$ cat config.mk
export PLATFORM = sky130hd
export DESIGN_NAME = ctrl_reg_bank
export DESIGN_NICKNAME = d
export VERILOG_FILES = /design/src/rtl/ctrl_reg_bank_pkg.sv /design/src/rtl/ctrl_reg_w1c.sv /design/src/rtl/ctrl_reg_bank.sv
export SDC_FILE = /design/constraint.sdc
export NUM_CORES = 1
export LEC_CHECK = 0
export ABC_AREA = 1
export CAP_MARGIN = 25
export CORE_AREA = 2 2 192 194
export CTS_CLUSTER_SIZE = 20
export DETAILED_ROUTE_END_ITERATION = 8
export DIE_AREA = 0 0 194 196
export PLACE_DENSITY = 0.76
export SETUP_SLACK_MARGIN = 0.5
export SLEW_MARGIN = 30
export SYNTH_ARGS = -nofsm -noshare
export SYNTH_HDL_FRONTEND = slang
export SYNTH_SLANG_ARGS = --single-unit
export TNS_END_PERCENT = 10
$ cat constraint.sdc
create_clock -name clock -period 3.65 [get_ports clock]
set_input_delay 0.73 -clock clock [delete_from_list [all_inputs] [get_ports clock]]
set_output_delay 0.73 -clock clock [all_outputs]
set_load 0.02 [all_outputs]
$ cat src/rtl/ctrl_reg_bank_pkg.sv
// Shared definitions for the control/status register bank: address map helpers,
// the byte-lane merge and the read-mux select encoding.
package ctrl_reg_bank_pkg;

    // Widest register any instance may use; callers cast into and out of this width.
    localparam int MAX_DW = 256;
    localparam int MAX_SW = MAX_DW / 8;

    typedef enum logic [2:0] {
        SEL_CTRL,
        SEL_STAT,
        SEL_PULSE,
        SEL_COUNT,
        SEL_NONE
    } rd_sel_e;

    function automatic int stat_base(input int num_ctrl);
        return num_ctrl;
    endfunction

    function automatic int pulse_addr(input int num_ctrl, input int num_stat);
        return num_ctrl + num_stat;
    endfunction

    function automatic int count_addr(input int num_ctrl, input int num_stat);
        return pulse_addr(num_ctrl, num_stat) + 1;
    endfunction

    function automatic logic [MAX_DW-1:0] merge(input logic [MAX_DW-1:0] old_v,
                                                input logic [MAX_DW-1:0] new_v,
                                                input logic [MAX_SW-1:0] strobe);
        logic [MAX_DW-1:0] res;
        res = old_v;
        for (int b = 0; b < MAX_SW; b++) begin
            if (strobe[b]) res[b*8 +: 8] = new_v[b*8 +: 8];
        end
        return res;
    endfunction

    function automatic rd_sel_e decode(input logic [31:0] addr, input int num_ctrl,
                                       input int num_stat);
        rd_sel_e sel;
        if (addr < unsigned'(num_ctrl))
            sel = SEL_CTRL;
        else if (addr < unsigned'(pulse_addr(num_ctrl, num_stat)))
            sel = SEL_STAT;
        else if (addr == unsigned'(pulse_addr(num_ctrl, num_stat)))
            sel = SEL_PULSE;
        else if (addr == unsigned'(count_addr(num_ctrl, num_stat)))
            sel = SEL_COUNT;
        else
            sel = SEL_NONE;
        return sel;
    endfunction

endpackage

$ cat src/rtl/ctrl_reg_w1c.sv
// One sticky status register: hardware sets, byte-strobed write-one-to-clear,
// set wins over a same-cycle clear.
module ctrl_reg_w1c
    import ctrl_reg_bank_pkg::*;
#(
    parameter int DATA_WIDTH = 32
) (
    input  logic                    clock,
    input  logic                    reset,
    input  logic                    clear,
    input  logic [DATA_WIDTH-1:0]   write_data,
    input  logic [DATA_WIDTH/8-1:0] write_strobe,
    input  logic [DATA_WIDTH-1:0]   set,
    output logic [DATA_WIDTH-1:0]   value
);

    logic [DATA_WIDTH-1:0] clear_mask;

    always_comb begin
        clear_mask = '0;
        if (clear)
            clear_mask = DATA_WIDTH'(merge('0, MAX_DW'(write_data), MAX_SW'(write_strobe)));
    end

    always_ff @(posedge clock or negedge reset) begin
        if (!reset) value <= '0;
        else        value <= (value & ~clear_mask) | set;
    end

endmodule

$ cat src/rtl/ctrl_reg_bank.sv
// Register bank: RW control words, W1C status words, self-clearing pulse word and
// a loadable event counter behind one byte-strobed bus with a 1-cycle read path.
module ctrl_reg_bank
    import ctrl_reg_bank_pkg::*;
#(
    parameter int                    ADDR_WIDTH = 8,   // at most 32
    parameter int                    DATA_WIDTH = 32,
    parameter int                    NUM_CTRL   = 4,
    parameter int                    NUM_STAT   = 2,
    parameter logic [DATA_WIDTH-1:0] CTRL_RESET = '0
) (
    input  logic                           clock,
    input  logic                           reset,
    input  logic [ADDR_WIDTH-1:0]          address,
    input  logic                           write_enable,
    input  logic [DATA_WIDTH-1:0]          write_data,
    input  logic [DATA_WIDTH/8-1:0]        write_strobe,
    input  logic                           read_enable,
    output logic [DATA_WIDTH-1:0]          read_data,
    output logic                           read_valid,
    output logic                           access_error,
    output logic [NUM_CTRL*DATA_WIDTH-1:0] ctrl_out,
    input  logic [NUM_STAT*DATA_WIDTH-1:0] status_set,
    output logic                           status_irq,
    output logic [DATA_WIDTH-1:0]          pulse_out,
    input  logic                           count_inc,
    output logic [DATA_WIDTH-1:0]          count_value
);

    localparam int STAT_BASE = stat_base(NUM_CTRL);

    logic [31:0]                          addr_u;
    rd_sel_e                              sel;
    logic [NUM_CTRL-1:0]                  ctrl_hit;
    logic [NUM_STAT-1:0]                  stat_hit;
    logic [NUM_CTRL-1:0][DATA_WIDTH-1:0]  ctrl_q;
    logic [NUM_STAT-1:0][DATA_WIDTH-1:0]  stat_set;
    logic [DATA_WIDTH-1:0]                stat_q [NUM_STAT];
    logic [DATA_WIDTH-1:0]                count_q;
    logic [DATA_WIDTH-1:0]                rd_mux;
    logic                                 irq;

    function automatic logic [DATA_WIDTH-1:0] merge_dw(input logic [DATA_WIDTH-1:0]   o,
                                                       input logic [DATA_WIDTH-1:0]   n,
                                                       input logic [DATA_WIDTH/8-1:0] s);
        return DATA_WIDTH'(merge(MAX_DW'(o), MAX_DW'(n), MAX_SW'(s)));
    endfunction

    assign addr_u   = 32'(address);
    assign sel      = decode(addr_u, NUM_CTRL, NUM_STAT);
    assign stat_set = status_set;

    always_comb begin
        ctrl_hit = '0;
        stat_hit = '0;
        for (int i = 0; i < NUM_CTRL; i++)
            ctrl_hit[i] = write_enable && (addr_u == unsigned'(i));
        for (int i = 0; i < NUM_STAT; i++)
            stat_hit[i] = write_enable && (addr_u == unsigned'(STAT_BASE + i));
    end

    always_ff @(posedge clock or negedge reset) begin
        if (!reset) begin
            ctrl_q <= {NUM_CTRL{CTRL_RESET}};
        end else begin
            for (int i = 0; i < NUM_CTRL; i++)
                if (ctrl_hit[i]) ctrl_q[i] <= merge_dw(ctrl_q[i], write_data, write_strobe);
        end
    end

    assign ctrl_out = ctrl_q;

    for (genvar g = 0; g < NUM_STAT; g++) begin : g_stat
        ctrl_reg_w1c #(.DATA_WIDTH(DATA_WIDTH)) u_stat (
            .clock        (clock),
            .reset        (reset),
            .clear        (stat_hit[g]),
            .write_data   (write_data),
            .write_strobe (write_strobe),
            .set          (stat_set[g]),
            .value        (stat_q[g])
        );
    end

    always_comb begin
        irq = 1'b0;
        for (int i = 0; i < NUM_STAT; i++) irq = irq | (|stat_q[i]);
    end

    assign status_irq = irq;

    // Unstrobed lanes of a pulse write stay low rather than holding anything.
    always_ff @(posedge clock or negedge reset) begin
        if (!reset)
            pulse_out <= '0;
        else if (write_enable && sel == SEL_PULSE)
            pulse_out <= merge_dw('0, write_data, write_strobe);
        else
            pulse_out <= '0;
    end

    always_ff @(posedge clock or negedge reset) begin
        if (!reset)
            count_q <= '0;
        else if (write_enable && sel == SEL_COUNT)
            count_q <= merge_dw(count_q, write_data, write_strobe);
        else if (count_inc)
            count_q <= count_q + DATA_WIDTH'(1);
    end

    assign count_value = count_q;

    // Mux sees pre-edge state, so same-cycle writes/increments are not visible to a read.
    always_comb begin
        rd_mux = '0;
        case (sel)
            SEL_CTRL:
                for (int i = 0; i < NUM_CTRL; i++)
                    if (addr_u == unsigned'(i)) rd_mux = ctrl_q[i];
            SEL_STAT:
                for (int i = 0; i < NUM_STAT; i++)
                    if (addr_u == unsigned'(STAT_BASE + i)) rd_mux = stat_q[i];
            SEL_COUNT: rd_mux = count_q;
            default:   rd_mux = '0;
        endcase
    end

    always_ff @(posedge clock or negedge reset) begin
        if (!reset) begin
            read_data    <= '0;
            read_valid   <= 1'b0;
            access_error <= 1'b0;
        end else begin
            read_valid   <= read_enable;
            access_error <= (read_enable || write_enable) && (sel == SEL_NONE);
            if (read_enable) read_data <= rd_mux;
        end
    end

endmodule

==> results summary <==
Across the run, the number of max-cap violations was 0. The actual transition at the worst max-transition pin came out at 0.865 ns. Routability-driven placement finished with a final weighted congestion of 0.955. The buffers inserted during post-CTS setup optimization came out at 0.

The clock latency of the later-clocked register in the worst-skew pair is a little over 0.5 ns. The detailed router used layers up to and including met5. The routed wire length on met3 is ~4700 um. The largest net degree at the start of global routing is approximately 110. Ranked by total cell area, the synthesized netlist is headed by sky130_fd_sc_hd__dfrtp_1 (51%), sky130_fd_sc_hd__nand2_1 (15%), sky130_fd_sc_hd__nor2_1 (6.8%). The clock tree synthesis step divided the H-tree into 2 levels. The I/O pin count is 340. The highest net fanout along the worst path came out at 2. The signal arrival time at the worst endpoint came out at between 2 and 2.5 ns. The design draws slightly above 8 mW. The mapped netlist covers approximately 14000 um^2. The fraction of power spent switching nets came out at 0.274. The share of Yosys cell area claimed by the top area cell type is 0.513. STA classifies the critical path startpoint as a flop.

The post-cts hold buffer count is 0. The critical path goes through nor4_1 > nand4_1 > nor2_1 > nand3_1 > dlygate4sd2_1. The flip-flop cell with the highest count after synthesis is sky130_fd_sc_hd__dfrtp_1. STA puts the critical path data required time at 2.92 ns. The static leakage power came out at 9.32 nW. The share of total power dissipated in combinational logic is 0.140. The fraction of layout cells with a size suffix above 1 came out at 0.0652.

The synthesis-to-layout area growth came out at 35.3%. The count of input and output buffers came out at roughly 340. For this run, the post-layout net count is 2271.

Counting every sink on the clock net gives between 200 and 300. Clock skew on the completed layout was measured at between 0.015 and 0.02 ns. Synthesis produced a netlist with a net count of around 1900.

The number of enable-type register cells in the synthesized netlist is 0. In this run the worst hold path is classified as in2async. The core outline area is 36100 um^2. The length of the first detailed-routing pass in iterations is 6. The total overflow left after global routing is 0. The buffering stage count on the worst path with inverters included is 1. The proportion of synthesized flip-flops having asynchronous set or reset is 1.00.

Synthesis produced around 1800 cells. Setup repair after global routing left no endpoint under its margin. The die is around 200 um tall.

The first global-routing pass estimated ~84000 um of wire. The maximum achievable frequency came out at around 340 MHz. The number of antenna violations at the first check in global routing was 6. The maximum clock path buffer count came out at 3. The flow ran to the end, and the final reports show no timing, DRC or antenna violations.

The worst max-slew margin expressed relative to the limit is 0.423. The post-detailed-route via-to-cell ratio came out at around 5.3. Synthesis instantiated 35 different standard cells from the library. STA classifies the critical path endpoint as an output pin.

The via count of the first global-routing pass is 13800. The sum of routed wire segments on met1 is about 24000 um. The wire length on met2 came out at roughly 25000 um.

In this design, the stage delay of the slowest critical-path cell is ~0.53 ns. The power density of the placed cells is roughly 420 nW/um^2. The number of pins with negative max-slew slack in the final report is 0. The final critical path time including I/O delays and setup came out at between 2 and 3 ns. The routed via count came out at around 14000. The average instance area after synthesis is just under 8 um^2. CTS placed an instance of sky130_fd_sc_hd__clkbuf_16 at the clock tree root.

Of the total power, the clock network draws 0.425. The register area share after synthesis is 0.513. The floorplan step defined a die boundary enclosing between 30000 and 40000 um^2. For this run, the number of Yosys warnings is 0. The CTS tree is done. The number of endpoints with negative hold slack in the final report came out at 0. The class of the most critical setup path is reg2out. The post-route clock period utilization came out at 0.811.

The worst IR drop on VDD came out at around 0.00026 V. Setup total negative slack on the finished layout was measured at 0 ns. Once the clock tree was built, the resizer swapped 4 gates to a different size. The routed wire length is 55500 um. The slowest library cell on the worst path is sky130_fd_sc_hd__nor4_1. The clock-pin slew reported for the worst setup and hold paths after clock tree synthesis is roughly 0.060 ns.

The starting density of the core came out at 0.392. The number of nets with antenna violations after detailed routing is 0. The DRC violation count after routing came out at 0. Summed over all instances, the cell type with the most area after synthesis is sky130_fd_sc_hd__dfrtp_1. The number of rows created at floorplan came out at 70. The reported net switching power came out at ~2.2 mW.

The internal power is slightly below 6 mW. The die outline width is roughly 190 um. Counting tap cells, the placed design contains a total of 2589 instances. For this block, the initial DRC count from the detailed router was ~1500. The power share of the sequential group came out at 0.435. The total track usage came out at 0.288. The number of buffers created by CTS is 34. The final setup violation count is 0. The number of register bits inferred by synthesis is slightly below 300. The final instance count without filler cells came out at ~2700. Dividing the detail-routed wire length by the instance count gives approximately 21 um. The half-perimeter wire length of the detailed placement result came out at roughly 42000 um. In this design, the largest share of critical-path delay is due to simple AND/OR/NAND/NOR gates.
-- per-layer routing --
metal | track usage | vias up
li1 | - | 6464
met1 | 0.394 | 6760
met2 | 0.443 | 740
met3 | 0.0624 | 135
met4 | 0.128 | 6
met5 | 0 | -
-- path summary, 6_finish.rpt --
path,start,end,slack (ns),depth (start not counted)
worst max-delay path,g_stat[1].u_stat.value[7]$_DFF_PN0_,status_irq,0.69,5
worst max register to register,count_value[7]$_DFFE_PN0P_,count_value[23]$_DFFE_PN0P_,1.71,9
worst min register to register,read_data[18]$_DFFE_PN0P_,read_data[18]$_DFFE_PN0P_,0.48,2
max in group asynchronous,reset,ctrl_out[74]$_DFFE_PN0P_,2.45,2
worst min-delay path,reset,pulse_out[24]$_DFF_PN0_,0.28,1
min in group clock,read_data[18]$_DFFE_PN0P_,read_data[18]$_DFFE_PN0P_,0.48,2
-- synthesized netlist by cell type (2+ instances only) --
cell type and number:
sky130_fd_sc_hd__clkbuf_1 28, sky130_fd_sc_hd__nand2_1 571, sky130_fd_sc_hd__nand4_1 17, sky130_fd_sc_hd__inv_1 173, sky130_fd_sc_hd__a21oi_1 12, sky130_fd_sc_hd__o21bai_1 62
sky130_fd_sc_hd__nand3_4 2, sky130_fd_sc_hd__o21ai_1 37, sky130_fd_sc_hd__nand3_1 93, sky130_fd_sc_hd__buf_6 5, sky130_fd_sc_hd__nor4_1 12, sky130_fd_sc_hd__nor2_4 2
sky130_fd_sc_hd__nor2_1 255, sky130_fd_sc_hd__buf_4 6, sky130_fd_sc_hd__nor2_2 4, sky130_fd_sc_hd__inv_2 4, sky130_fd_sc_hd__o21ai_0 127, sky130_fd_sc_hd__dfrtp_1 290
sky130_fd_sc_hd__o211ai_1 2, sky130_fd_sc_hd__nor3_1 36, sky130_fd_sc_hd__buf_2 28, sky130_fd_sc_hd__xor2_1 5, sky130_fd_sc_hd__nand2_2 8, sky130_fd_sc_hd__buf_1 3
sky130_fd_sc_hd__nor3_2 2, sky130_fd_sc_hd__o21ai_2 33
-- metrics by stage --
stage / hold WS, ns / utilization / instance area [um^2] / worst slack (ns)
2_1_floorplan: 0.434 / - / 14100 / 1.71
3_3_place_gp: 0.467 / 0.499 / 18000 / 0.719
3_5_place_dp: 0.465 / 0.499 / 18000 / 0.608
4_1_cts: 0.345 / 0.530 / 19100 / 0.718
5_1_grt: 0.345 / 0.530 / 19100 / 0.559
6_report: 0.278 / 0.530 / 19100 / 0.688
-- cells by family (layout without fill, tap and decap cells) --
logic type / Yosys count / in the layout / synth area share
simple gates: 1007 / 1007 / 0.292
flops: 290 / 290 / 0.513
compound gates: 275 / 275 / 0.118
buf+inv: 247 / 599 / 0.0723
xor+xnor: 6 / 6 / 0.00372
fa+ha+maj: 1 / 1 / 0.000885
other cells: 0 / 5 / 0
-- layout by cell type (no fill, tap or decap), drive strengths merged, types with 2 or more instances in the layout --
cell | synthesis | layout
xor2 | 5 | 5
bufinv | 0 | 3
clkinv | 0 | 4
dfrtp | 290 | 290
o211ai | 2 | 2
nor3 | 38 | 38
o21bai | 62 | 62
a21oi | 12 | 12
nand4 | 17 | 17
clkdlybuf4s50 | 0 | 337
clkbuf | 28 | 49
o21ai | 197 | 197
buf | 42 | 27
nand3 | 96 | 96
diode | 0 | 5
nor2 | 261 | 261
nor4 | 13 | 13
nand2 | 580 | 580
inv | 177 | 178
-- state kept, by name (all words and copies together) (netlist names) --
name	count
access_error	1
count_value	32
ctrl_out	128
g_stat.u_stat.value	64
pulse_out	32
read_data	32
read_valid	1
-- power groups by stage --
stage / sequential (mW) / combinational, mW / clock [mW]
3_3_place_gp: 3.57 / 1.12 / 0
4_1_cts: 3.52 / 1.13 / 3.46
6_report: 3.52 / 1.14 / 3.44
5_1_grt: 3.54 / 1.23 / 3.60
2_1_floorplan: 3.65 / 0.371 / 0
3_5_place_dp: 3.58 / 1.13 / 0
-- worst reg2reg max path, cell delays in order, from the launching register on --
cell and delay [ns]:
sky130_fd_sc_hd__dfrtp_1 0.52, sky130_fd_sc_hd__nand2_1 0.12, sky130_fd_sc_hd__nor2_1 0.26, sky130_fd_sc_hd__nand2_1 0.17
sky130_fd_sc_hd__inv_1 0.10, sky130_fd_sc_hd__nand2_1 0.05, sky130_fd_sc_hd__nor2_1 0.33, sky130_fd_sc_hd__nand3_1 0.12
sky130_fd_sc_hd__nand2_1 0.09, sky130_fd_sc_hd__nand3_1 0.06
-- area by class of cell --
class | count | area, um^2
flip-flops and latches | 290 | 7260
well taps | 468 | 586
inverters | 177 | 664
clock buffers | 49 | 988
repair buffers | 365 | 3620
fillers | 3346 | 16900
multi-input cells | 1289 | 5890
clock inverters | 8 | 119
diodes | 5 | 12.5
Note: power is estimated with default switching activity, not from simulation.
